`config.mk`:
```
export PLATFORM = sky130hd
export DESIGN_NAME = axi4_lite_rr_arbiter
export DESIGN_NICKNAME = d
export VERILOG_FILES = /design/src/rtl/axi4_lite_arb_pkg.sv /design/src/rtl/rr_priority_picker.sv /design/src/rtl/axi4_lite_rr_arbiter.sv
export SDC_FILE = /design/constraint.sdc
export NUM_CORES = 1
export LEC_CHECK = 0
export CAP_MARGIN = 0
export CORE_MARGIN = 3
export CORE_UTILIZATION = 50
export DETAILED_ROUTE_END_ITERATION = 16
export GPL_ROUTABILITY_DRIVEN = 0
export PLACE_DENSITY_LB_ADDON = 0.15
export SLEW_MARGIN = 25
export SYNTH_ARGS = -nofsm -noshare
export SYNTH_HDL_FRONTEND = slang
export SYNTH_SLANG_ARGS = --single-unit
```
`constraint.sdc`:
```
create_clock -name clk_i -period 2.1 [get_ports clk_i]
set_input_delay 0.315 -clock clk_i [delete_from_list [all_inputs] [get_ports clk_i]]
set_output_delay 0.315 -clock clk_i [all_outputs]
set_load 0.01 [all_outputs]
```
`src/rtl/axi4_lite_arb_pkg.sv`:
```
// Shared types and helpers for the AXI4-Lite slave-port arbiters.
// Latency: n/a (types and constant functions only).
// Backpressure: n/a.
package axi4_lite_arb_pkg;

    // Arbiter sequencer states: no grant, or a write/read transaction in flight.
    typedef enum logic [1:0] {
        IDLE  = 2'd0,
        WRITE = 2'd1,
        READ  = 2'd2
    } arb_state_t;

    // Width of an index into n requesters. This never returns 0, so a
    // degenerate single-requester build still gets a legal vector width.
    function automatic int DIR_W(input int n);
        return (n > 1) ? $clog2(n) : 1;
    endfunction

endpackage

```
`src/rtl/rr_priority_picker.sv`:
```
// Round-robin picker: first set request bit searching upward from last+1, wrapping.
// Latency: purely combinational, 0 cycles.
// Backpressure: none; the caller decides whether to consume the pick.
// Ports:
//   req   - request vector, one bit per requester
//   last  - index granted most recently (the search starts just above it)
//   idx   - chosen index, valid only when found is high
//   found - at least one request bit is set
module rr_priority_picker
    import axi4_lite_arb_pkg::*;
#(
    parameter int NUM_REQ = 2,
    parameter int IDX_W   = DIR_W(NUM_REQ)
) (
    input  logic [NUM_REQ-1:0] req,
    input  logic [IDX_W-1:0]   last,
    output logic [IDX_W-1:0]   idx,
    output logic               found
);

    logic [IDX_W-1:0] cand;

    // Walk offsets from the farthest back to the nearest so that the
    // nearest requester above `last` is the final (winning) assignment.
    // Offset NUM_REQ lands on `last` itself, so a lone requester that was
    // granted last time is still picked.
    always_comb begin
        idx   = '0;
        found = 1'b0;
        cand  = '0;
        for (int i = NUM_REQ; i >= 1; i--) begin
            cand = IDX_W'((int'(last) + i) % NUM_REQ);
            if (req[cand]) begin
                idx   = cand;
                found = 1'b1;
            end
        end
    end

endmodule

```
`src/rtl/axi4_lite_rr_arbiter.sv`:
```
// Round-robin grant sequencer for the shared AXI4-Lite slave port behind the mux.
// Latency: grant registered 1 cycle after a request is seen in IDLE; release 1 cycle after B/R handshake.
// Backpressure: grant is held until the matching B/R handshake or the watchdog fires; others wait.
// Ports:
//   clk_i, rst_n_i           - clock, asynchronous active-low reset
//   awvalid_i, arvalid_i     - per-master write/read requests
//   s_bvalid_i, s_bready_i   - slave-side write-response handshake
//   s_rvalid_i, s_rready_i   - slave-side read-data handshake
//   dir_o                    - granted master index for the mux select
//   grant_valid_o            - a grant is active (mux gates slave valids with it)
//   grant_wr_o               - active grant is a write (0 = read)
//   timeout_o                - one-cycle pulse when the watchdog drops a grant
module axi4_lite_rr_arbiter
    import axi4_lite_arb_pkg::*;
#(
    parameter int MASTERS_AMOUNT = 2,
    parameter int DIR_WIDTH      = DIR_W(MASTERS_AMOUNT),
    parameter int TIMEOUT_CYCLES = 1024
) (
    input  logic                      clk_i,
    input  logic                      rst_n_i,
    input  logic [MASTERS_AMOUNT-1:0] awvalid_i,
    input  logic [MASTERS_AMOUNT-1:0] arvalid_i,
    input  logic                      s_bvalid_i,
    input  logic                      s_bready_i,
    input  logic                      s_rvalid_i,
    input  logic                      s_rready_i,
    output logic [DIR_WIDTH-1:0]      dir_o,
    output logic                      grant_valid_o,
    output logic                      grant_wr_o,
    output logic                      timeout_o
);

    // Counter is sized to hold TIMEOUT_CYCLES itself; a disabled watchdog
    // still gets a 1-bit counter so no zero-width vector appears.
    localparam int               CNT_W  = (TIMEOUT_CYCLES > 0) ? $clog2(TIMEOUT_CYCLES + 1) : 1;
    localparam logic [CNT_W-1:0] TO_VAL = CNT_W'(TIMEOUT_CYCLES);

    arb_state_t           state_q, state_d;
    logic [DIR_WIDTH-1:0] dir_q, dir_d;
    logic [DIR_WIDTH-1:0] last_q, last_d;
    logic                 prev_wr_q, prev_wr_d;
    logic                 gnt_vld_q;
    logic                 gnt_wr_q, gnt_wr_d;
    logic                 timeout_q, timeout_d;
    logic [CNT_W-1:0]     cnt_q, cnt_d;

    logic [MASTERS_AMOUNT-1:0] req;
    logic [DIR_WIDTH-1:0]      pick_idx;
    logic                      pick_found;
    logic [CNT_W-1:0]          cnt_inc;
    logic                      wd_hit;
    logic                      take_wr;

    assign req = awvalid_i | arvalid_i;

    rr_priority_picker #(
        .NUM_REQ (MASTERS_AMOUNT),
        .IDX_W   (DIR_WIDTH)
    ) u_picker (
        .req   (req),
        .last  (last_q),
        .idx   (pick_idx),
        .found (pick_found)
    );

    // Saturating increment; the watchdog fires on the cycle whose increment
    // brings the count to TIMEOUT_CYCLES, so the grant is seen for exactly
    // TIMEOUT_CYCLES cycles before release.
    assign cnt_inc = (cnt_q == {CNT_W{1'b1}}) ? cnt_q : cnt_q + 1'b1;
    assign wd_hit  = (TIMEOUT_CYCLES != 0) && (cnt_inc == TO_VAL);

    always_comb begin
        state_d   = state_q;
        dir_d     = dir_q;
        last_d    = last_q;
        prev_wr_d = prev_wr_q;
        gnt_wr_d  = gnt_wr_q;
        cnt_d     = cnt_q;
        timeout_d = 1'b0;
        take_wr   = 1'b0;

        case (state_q)
            IDLE: begin
                if (pick_found) begin
                    dir_d  = pick_idx;
                    last_d = pick_idx;
                    cnt_d  = '0;
                    // A master offering both directions alternates against
                    // the global history so neither type can starve.
                    if (awvalid_i[pick_idx] && arvalid_i[pick_idx]) begin
                        take_wr   = ~prev_wr_q;
                        prev_wr_d = take_wr;
                    end else begin
                        take_wr = awvalid_i[pick_idx];
                    end
                    gnt_wr_d = take_wr;
                    state_d  = take_wr ? WRITE : READ;
                end
            end

            WRITE: begin
                cnt_d = cnt_inc;
                if (s_bvalid_i && s_bready_i) begin
                    state_d = IDLE;
                end else if (wd_hit) begin
                    state_d   = IDLE;
                    timeout_d = 1'b1;
                end
            end

            READ: begin
                cnt_d = cnt_inc;
                if (s_rvalid_i && s_rready_i) begin
                    state_d = IDLE;
                end else if (wd_hit) begin
                    state_d   = IDLE;
                    timeout_d = 1'b1;
                end
            end

            default: begin
                state_d = IDLE;
            end
        endcase
    end

    always_ff @(posedge clk_i or negedge rst_n_i) begin
        if (!rst_n_i) begin
            state_q   <= IDLE;
            dir_q     <= '0;
            last_q    <= DIR_WIDTH'(MASTERS_AMOUNT - 1);
            prev_wr_q <= 1'b1;
            gnt_vld_q <= 1'b0;
            gnt_wr_q  <= 1'b0;
            timeout_q <= 1'b0;
            cnt_q     <= '0;
        end else begin
            state_q   <= state_d;
            dir_q     <= dir_d;
            last_q    <= last_d;
            prev_wr_q <= prev_wr_d;
            gnt_vld_q <= (state_d != IDLE);
            gnt_wr_q  <= gnt_wr_d;
            timeout_q <= timeout_d;
            cnt_q     <= cnt_d;
        end
    end

    assign dir_o         = dir_q;
    assign grant_valid_o = gnt_vld_q;
    assign grant_wr_o    = gnt_wr_q;
    assign timeout_o     = timeout_q;

endmodule

```
==> out/summary.txt <==
outcome: finished, final reports clean
Reg-to-Reg End: state_q[0]$_DFF_PN0_
Crit-path slowest cell: or4_1
Synth top cells by count: o21ai_0 (19), dfrtp_1 (17), nand2_1 (17)
# Max-Cap Violations: 0
Worst-Margin Slew: 430.2 ps
CP required: 2300 ps
Routed WL: 3301 um
min Tclk post-route: 2056 ps
Area growth syn-to-layout: 23.71%
Post-Syn Area: 0.001335 mm^2
Syn Nets: 173
# clock sinks: 19
CTS Buf Count: 3
post-synth top area cell: dfrtp_1
gr usage total: 22.27%
syn avg cell area: 8.450 um^2
fin crit share: 97.90%
H-Tree Level Count: 1
IO buf count: 13
Crit. End Element: flip-flop
DR DRC count: 0
critical path class: reg2reg
clock insertion delay at the later pin of the skew report: 300 ps
CTS tree: yes
min-delay worst type: in2async
share of cells above drive strength 1: 21.28%
asr flop ratio synth: 100.0%
r2r worst-path depth: 6
clk buf depth: 2
warnings from Yosys: 0
Nets: 204
Die Area: 0.003326 mm^2
Setup WS post-layout: 44.13 ps
initial antenna violation count: 0
pin count of the biggest net entering global routing: 20
initial detailed-routing violation count: 64
pre-CTS WS: 8.620 ps
drt pass-1 iters: 4
startpoint types: flip-flop
drt wl/cell: 15.14 um
Yosys cell types: 48
DR vias: 1339
Peak Freq: 0.4864 GHz
Finished Core Util: 66.07%
WP buf/inv: 0
Setup Skew: 0.7324 ps
reg-to-reg slack, setup: 40 ps
CP delay by family, top: simple AND/OR/NAND/NOR gates
number of flops mapped to enable cells by yosys: 0
DP Wirelength: 2485 um
crit path max fanout: 7
CP max stage delay: 500 ps
Die H: 57.67 um
CTS root buffer: clkbuf_4
Via density: 6.142
num rows: 18
max-slew violation count: 0
Syn Inst Count: 158
register area share after synthesis: 35.80%
Seq cells post-synth: 19
WP data arrival: 2260 ps
DRT antenna net count: 0
Leak: 0.6921 nW
gr ovfl total: 0
count leader, synth: o21ai_0
initial core utilization: 53.40%
vias in the first global route: 1288
RSZ-0062 raised after global routing: yes
Die W: 57.67 um
CORE AREA: 0.002500 mm^2
# IOs: 14
Reg clk slew, reported paths: 100 ps
top_reg_cell synth: dfrtp_1
crit-path cells: ha_4, or3_1, o21ai_1, o211ai_1, or4_1, a32o_1
Setup violations, final: 0
VDD IR max: 0.7844 mV
Fin. Hold Viols: 0
synth top area cells: dfrtp_1 (32%), o21ai_0 (7.1%), a21oi_1 (4.9%)
RR Startpoint: cnt_q[0]$_DFFE_PN0P_
PD cells: 1005 mW/mm^2
Worst slew margin: 70.95%
Yosys top cell area share: 31.87%
n_diodes: 0
first-pass GRT wire length: 5775 um
-- worst max-delay path by stage --
stage,to,start,cells after the start
final,state_q[0]$_DFF_PN0_,cnt_q[0]$_DFFE_PN0P_,6
after global routing,state_q[0]$_DFF_PN0_,cnt_q[0]$_DFFE_PN0P_,6
after CTS,state_q[0]$_DFF_PN0_,cnt_q[0]$_DFFE_PN0P_,6
after detailed placement,state_q[0]$_DFF_PN0_,cnt_q[1]$_DFFE_PN0P_,7
after global placement,state_q[0]$_DFF_PN0_,cnt_q[6]$_DFFE_PN0P_,6
after floorplan,state_q[0]$_DFF_PN0_,cnt_q[0]$_DFFE_PN0P_,7
-- per-stage QoR --
step	setup TNS, ps	instance area (um^2)	hold slack (ps)	instances	total power [mW]
2_1_floorplan	0	1344	19.41	158	1.155
3_3_place_gp	0	1588	486.6	212	1.395
3_5_place_dp	0	1588	496.5	212	1.434
4_1_cts	0	1618	343.7	216	1.635
5_1_grt	-102.6	1652	348.1	218	1.829
6_report	0	1652	341.1	218	1.661
-- sequential cells by signal (all words and copies together) (netlist names) --
signal,cells
state_q,2
dir_o,1
last_q,1
cnt_q,11
prev_wr_q,1
timeout_o,1
grant_wr_o,1
grant_valid_o,1
-- per-layer routing --
layer | wire length [um] | up-vias | track usage [%]
met1 | 1474 | 641 | 30.01
met4 | 51 | 0 | 9.272
met3 | 186 | 7 | 3.341
met5 | 0 | - | 0
li1 | - | 644 | -
met2 | 1589 | 47 | 35.81
-- cell type report --
class / count / area, um^2
well taps: 30 / 37.54
repair buffers: 35 / 295.3
flip-flops and latches: 19 / 481.7
multi-input cells: 122 / 780.7
inverters: 8 / 30.03
clock buffers: 4 / 26.28
fillers: 200 / 848.3
-- kinds of logic (layout without fill, tap and decap cells) --
group           Yosys count  in the layout  share of synthesized area (%)
compound gates           59             59                          27.84
simple gates             54             54                          21.56
flops                    19             19                          35.80
buf+inv                  17             47                          7.309
fa+ha+maj                 5              5                          4.686
xor+xnor                  3              3                          1.968
mux                       1              1                         0.8434
-- repair_timing --
item / CTS / global route
gates resized for setup: 2 / 7
setup buffers: 0 / 2
endpoints found under the setup margin: 1 / 4
hold buffers: 0 / 0
-- power by group --
group | internal (mW) | switching (mW) | total (mW)
clock network | 0.0741 | 0.114 | 0.188
registers | 0.479 | 0.0832 | 0.562
logic | 0.404 | 0.506 | 0.911
total | 0.957 | 0.703 | 1.66
-- cell usage in the layout (no fill, tap or decap), types with 2 or more instances in the layout --
master,count
nand3_1,6
xnor2_1,3
clkdlybuf4s50_1,13
a21oi_1,13
o31ai_1,3
o21ai_0,17
dfrtp_1,14
nand2_1,16
dfstp_2,2
dfrtp_2,3
ha_1,4
buf_4,22
inv_1,8
and4_1,2
clkbuf_4,3
and3_1,2
a31oi_1,3
a22o_1,3
nor2_1,14
o211ai_1,2
o21ai_1,3
nand4_1,2
Note: power is estimated with default switching activity, not from simulation.
